--- src/rtl/ava_vram_arbiter.sv ---
// Single-port VRAM arbiter for the AVA graphics unit: scan-out has priority, the CPU
// is forced through after CPU_MAX_WAIT refused cycles, and read data returns one cycle after the grant.
module ava_vram_arbiter #(
    parameter int ADDR_WIDTH   = 17,
    parameter int WORD_COUNT   = 76800,
    parameter int CPU_MAX_WAIT = 8
) (
    input  logic                  clk,
    input  logic                  reset_n,

    input  logic                  vid_req_i,
    input  logic [ADDR_WIDTH-1:0] vid_addr_i,
    output logic                  vid_gnt_o,
    output logic                  vid_rvalid_o,
    output logic [31:0]           vid_rdata_o,

    input  logic                  cpu_req_i,
    input  logic                  cpu_we_i,
    input  logic [3:0]            cpu_be_i,
    input  logic [ADDR_WIDTH-1:0] cpu_addr_i,
    input  logic [31:0]           cpu_wdata_i,
    output logic                  cpu_gnt_o,
    output logic                  cpu_rvalid_o,
    output logic [31:0]           cpu_rdata_o,
    output logic                  cpu_err_o,

    output logic                  mem_en_o,
    output logic [3:0]            mem_we_o,
    output logic [ADDR_WIDTH-1:0] mem_addr_o,
    output logic [31:0]           mem_wdata_o,
    input  logic [31:0]           mem_rdata_i
);

    localparam int WAIT_WIDTH = (CPU_MAX_WAIT > 0) ? $clog2(CPU_MAX_WAIT + 1) : 1;
    localparam logic [WAIT_WIDTH-1:0] WAIT_MAX   = WAIT_WIDTH'(CPU_MAX_WAIT);
    localparam logic [ADDR_WIDTH:0]   WORD_LIMIT = (ADDR_WIDTH + 1)'(WORD_COUNT);

    typedef enum logic {
        VIDEO_FIRST,
        FAVOUR_CPU
    } arb_mode_e;

    arb_mode_e             arb_mode;
    logic [WAIT_WIDTH-1:0] wait_cnt_q, wait_cnt_d;
    logic                  tag_valid_q, tag_valid_d;
    logic                  tag_cpu_q, tag_cpu_d;
    logic                  tag_err_q, tag_err_d;
    logic                  tag_write_q, tag_write_d;
    logic                  cpu_in_range;
    logic                  cpu_win;
    logic                  vid_win;

    // The wait counter itself is the arbitration state: at its limit the CPU wins.
    always_comb begin
        arb_mode = (wait_cnt_q == WAIT_MAX) ? FAVOUR_CPU : VIDEO_FIRST;
    end

    // Grants are gated while reset is held so every output reads 0 during reset.
    always_comb begin
        cpu_in_range = ({1'b0, cpu_addr_i} < WORD_LIMIT);
        cpu_win      = 1'b0;
        vid_win      = 1'b0;
        if (reset_n) begin
            if (cpu_req_i && (!vid_req_i || arb_mode == FAVOUR_CPU)) begin
                cpu_win = 1'b1;
            end else if (vid_req_i) begin
                vid_win = 1'b1;
            end
        end

        vid_gnt_o   = vid_win;
        cpu_gnt_o   = cpu_win;
        mem_en_o    = 1'b0;
        mem_we_o    = 4'b0000;
        mem_addr_o  = '0;
        mem_wdata_o = '0;
        if (vid_win) begin
            mem_en_o   = 1'b1;
            mem_addr_o = vid_addr_i;
        end else if (cpu_win && cpu_in_range) begin
            mem_en_o    = 1'b1;
            mem_addr_o  = cpu_addr_i;
            mem_wdata_o = cpu_wdata_i;
            mem_we_o    = cpu_we_i ? cpu_be_i : 4'b0000;
        end
    end

    always_comb begin
        wait_cnt_d = wait_cnt_q;
        if (cpu_win) begin
            wait_cnt_d = '0;
        end else if (cpu_req_i && (wait_cnt_q != WAIT_MAX)) begin
            wait_cnt_d = wait_cnt_q + WAIT_WIDTH'(1);
        end

        tag_valid_d = vid_win | cpu_win;
        tag_cpu_d   = cpu_win;
        tag_err_d   = cpu_win & ~cpu_in_range;
        tag_write_d = cpu_win & cpu_we_i;
    end

    always_ff @(posedge clk or negedge reset_n) begin
        if (!reset_n) begin
            wait_cnt_q  <= '0;
            tag_valid_q <= 1'b0;
            tag_cpu_q   <= 1'b0;
            tag_err_q   <= 1'b0;
            tag_write_q <= 1'b0;
        end else begin
            wait_cnt_q  <= wait_cnt_d;
            tag_valid_q <= tag_valid_d;
            tag_cpu_q   <= tag_cpu_d;
            tag_err_q   <= tag_err_d;
            tag_write_q <= tag_write_d;
        end
    end

    // Errors and writes carry no data, and the non-owner always sees zero.
    always_comb begin
        vid_rvalid_o = tag_valid_q & ~tag_cpu_q;
        cpu_rvalid_o = tag_valid_q & tag_cpu_q;
        cpu_err_o    = cpu_rvalid_o & tag_err_q;
        vid_rdata_o  = vid_rvalid_o ? mem_rdata_i : 32'h0;
        cpu_rdata_o  = (cpu_rvalid_o && !tag_err_q && !tag_write_q) ? mem_rdata_i : 32'h0;
    end

endmodule
--- config.mk ---
export PLATFORM = sky130hd
export DESIGN_NAME = ava_vram_arbiter
export DESIGN_NICKNAME = d
export VERILOG_FILES = /design/src/rtl/ava_vram_arbiter.sv
export SDC_FILE = /design/constraint.sdc
export NUM_CORES = 1
export LEC_CHECK = 0
export ABC_AREA = 1
export CAP_MARGIN = 20
export CORE_AREA = 4 4 86 88
export DETAILED_ROUTE_END_ITERATION = 8
export DIE_AREA = 0 0 90 92
export PLACE_DENSITY = 0.81
export SKIP_LAST_GASP = 1
export SYNTH_ARGS = -nofsm -noshare
export SYNTH_HDL_FRONTEND = slang
export SYNTH_SLANG_ARGS = --single-unit
--- constraint.sdc ---
create_clock -name clk -period 2.43 [get_ports clk]
set_input_delay 0.486 -clock clk [delete_from_list [all_inputs] [get_ports clk]]
set_output_delay 0.486 -clock clk [all_outputs]
set_load 0.02 [all_outputs]
==> results.py <==
metrics = {
    "setup_path": {
        "cp.required_ns": 1.94,
        "crit_path_frequent_cell": "nand2_1",
        "regToRegStartpoint": "wait_cnt_q[0]",
        "cp_top_family": "buffers and inverters",
        "rrSetupSlack_ns": 0.90,
        "startpoint": "cpu_addr_i[10]",
        "cpPeakStageDelay_ns": 0.44,
        "crit_buf_inv": 3,
        "crit_path_end": "mem_wdata_o[27]",
        "timing_worst_setup_path_type": "in2out",
        "crit_path_max_fanout": 12,
        "reg2reg_depth": 10,
        "rr_endpoint": "tag_valid_q",
        "cp-end-kind": "primary output",
        "cp.arrival_ns": 1.88,
        "crit_chain": "clkdlybuf4s50_1, nand2_1, nand2_1, nand2_1, nand2_1, nand2_2, nand2_4, buf_12, nor2_2, clkdlybuf4s15_2",
        "cp.depth": 10,
        "crit_path_start_kind": "input port",
        "cp_slowest_cell": "clkdlybuf4s50_1",
    },
    "detailed_routing": {
        "routed_wl_mm": 8.55,
        "dr.pass1.iters": 5,
        "avgRoutedWirePerCell_um": 13.8,
        "drc": 0,
        "vias": 2641,
        "drt-initial-drc-count": 81,
        "antenna_left": 0,
        "drt-vias-per-instance": 4.26,
    },
    "global_route": {
        "antenna_found_initial": 0,
        "grt_pass1_wl_mm": 13.0,
        "grt_max_degree": 33,
        "grt_usage_pct": 19.1,
        "grt-ovfl-total": 0,
        "grt_pass1_vias": 2651,
    },
    "synth": {
        "yosys_warnings": 0,
        "synthCells": 294,
        "ys_seq_area_share_pct": 13.1,
        "syn-num-nets": 403,
        "ys_seq_elements": 8,
        "netlist_area_um2": 1530,
        "synth_cell_types": 20,
        "post_synth.cell_area_avg_um2": 5.20,
    },
    "layout": {
        "fillers": 595,
        "area.sequential_um2": 200,
        "multi_input_area_um2": 960,
        "nets": 651,
        "n_antenna_cell": 0,
        "layout-drive-gt1-share_pct": 22.6,
        "post-route-util_pct": 59.8,
        "syn_to_final_growth_pct": 160,
        "stdcell_count": 620,
    },
    "placement": {
        "place_inst": 612,
        "port_buffers": 229,
        "gp_congestion": 0.894,
        "dp_hpwl_mm": 7.22,
    },
    "floorplan": {
        "core_area_um2": 6640,
        "die_area_um2": 8280,
        "fp-row-count": 30,
        "ioPinCount": 230,
        "chipHeight_um": 92,
        "die_w_um": 90,
        "initial_core_util_pct": 23.0,
    },
    "outcome": {
        "outcome": "completed",
    },
    "clock_tree": {
        "cts_root_buffer": "clkbuf_8",
        "clock-sinks": 8,
        "clk_latency_ns": 0.23,
        "h-tree-depth": 1,
        "cts_made_buffers": 3,
        "cts_tree": "done",
        "cts_buffer_depth": 2,
        "clk_pin_slew_ns": 0.04,
        "hold_buffers": 0,
    },
    "pwr": {
        "clkPwrFrac_pct": 14.2,
        "p_leak_uw": 0.00210,
        "power_density_nw_per_um2": 277,
        "seqPwrFrac_pct": 17.2,
        "p_sw_uw": 438,
        "internal_power_uw": 664,
        "ir_drop_uv": 159,
        "power_frac_comb_pct": 68.5,
        "sw_frac_of_total_pct": 39.8,
    },
    "min_path": {
        "hp-class": "reg2reg",
    },
    "timing": {
        "drv_slew": 0,
        "final-setup-viol-count": 0,
        "fin_crit_ns": 2.37,
        "finalHoldViolations": 0,
        "rsz0062_at_grt": "true",
        "tns_ns": 0,
        "relSlewSlack_pct": 78.8,
        "fmax_ghz": 0.422,
        "worstMarginPinSlew_ns": 0.317,
        "skew_ns": 0.00520,
        "fin_crit_sh_pct": 97.5,
    },
    "flow_run": {
        "maxCapViolCount": 0,
    },
}
==> power by group through the flow <==
stage | logic (µW) | registers (µW) | clock network [µW]
CTS | 768 | 190 | 162
floorplan | 325 | 193 | 0
global placement | 745 | 189 | 0
detailed placement | 766 | 191 | 0
global route | 817 | 195 | 168
finish | 755 | 190 | 157
==> registers in the layout, indices dropped and copies added, names as in the netlist <==
| register | flops |
|---|---|
| tag_cpu_q | 1 |
| wait_cnt_q | 4 |
| tag_err_q | 1 |
| tag_valid_q | 1 |
| tag_write_q | 1 |
==> worst min path at each step <==
stage / startpoint / endpoint / slack, ns / cells after the start
2_1_floorplan: reset_n / tag_cpu_q / 0.19 / 0
3_3_place_gp: wait_cnt_q[3] / wait_cnt_q[3] / 0.55 / 2
3_5_place_dp: wait_cnt_q[3] / wait_cnt_q[3] / 0.57 / 2
4_1_cts: wait_cnt_q[3] / wait_cnt_q[3] / 0.58 / 2
5_1_grt: wait_cnt_q[3] / wait_cnt_q[3] / 0.61 / 2
6_report: wait_cnt_q[3] / wait_cnt_q[3] / 0.57 / 2
==> worst register-to-register path, delay by kind of cell, from the launching register on <==
| kind | cells | cell delay [ns] |
|---|---|---|
| buf+inv | 5 | 0.52 |
| fa+ha+maj | 1 | 0.17 |
| simple gates | 3 | 0.18 |
| flops | 1 | 0.37 |
| compound gates | 1 | 0.16 |
==> layout by cell type, fill, tap and decap left out <==
cell | synthesis | layout
clkdlybuf4s50_1 | 0 | 173
nor2_1 | 82 | 82
inv_1 | 75 | 75
nand2_1 | 55 | 55
buf_2 | 2 | 36
buf_4 | 2 | 25
nor2_2 | 19 | 19
nand3_1 | 18 | 18
nor2_4 | 12 | 12
clkdlybuf4s15_2 | 0 | 10
dfrtp_1 | 8 | 8
clkbuf_2 | 0 | 4
clkbuf_8 | 0 | 3
buf_12 | 0 | 3
inv_2 | 2 | 2
nand2_2 | 2 | 2
xor2_1 | 2 | 2
ha_1 | 2 | 2
nand3_2 | 1 | 1
a21boi_4 | 0 | 1
nand2_4 | 1 | 1
nand4_1 | 1 | 1
bufbuf_16 | 0 | 1
clkbuf_16 | 0 | 1
clkdlybuf4s15_1 | 0 | 1
dlygate4sd2_1 | 0 | 1
buf_8 | 2 | 1
==> synth_stat cells, drive strengths merged <==
cell | number | share of area (%)
inv | 77 | 19
a21boi | 1 | 0.74
xor2 | 2 | 1.1
nor2 | 113 | 37
nand3 | 19 | 6.5
clkbuf | 6 | 1.5
nand2 | 58 | 15
ha | 2 | 1.6
dfrtp | 8 | 13
nand4 | 1 | 0.41
buf | 7 | 4.3
==> logic make-up after synthesis <==
kind of cell,after synthesis,share of synthesized area (%)
adders and majority gates,2,1.64
xor gates and xnor gates,2,1.14
buffers and inverters,90,24.7
and+or+nand+nor,191,58.7
AOI/OAI and AO/OA,1,0.736
DFF,8,13.1
==> through the flow <==
step                instance area [µm²]  setup slack, ns  hold WS, ns  power [µW]
detailed placement                 4040           -0.339        0.569         957
floorplan                          1530            0.484        0.190         517
CTS                                4100          -0.0897        0.578        1120
global placement                   4040           -0.350        0.547         934
finish                             3970           0.0609        0.574        1100
global route                       3970          -0.0646        0.614        1180
==> cell type report <==
class	count	share of cell area [%]
multi-input combinational	196	24.1
inverter	77	7.27
timing repair buffer	256	60.0
tap	80	2.52
clock buffer	3	1.04
sequential	8	5.04
==> per-layer routing <==
layer / global-route usage, % / vias to the layer above / share of wire, %
met5: 0 / - / 0
met4: 5.74 / 0 / 2.3
met3: 5.82 / 16 / 10
met2: 36.7 / 164 / 52
met1: 19.8 / 1143 / 35
li1: - / 1318 / -
==> what timing repair did <==
item | 4_1_cts | 5_1_grt
pin swaps | 2 | 2
endpoints found under the setup margin | 56 | 55
gates resized for setup | 177 | 36
cloned | 1 | 1
buffers inserted | 2 | 1
Note: power is estimated with default switching activity, not from simulation.
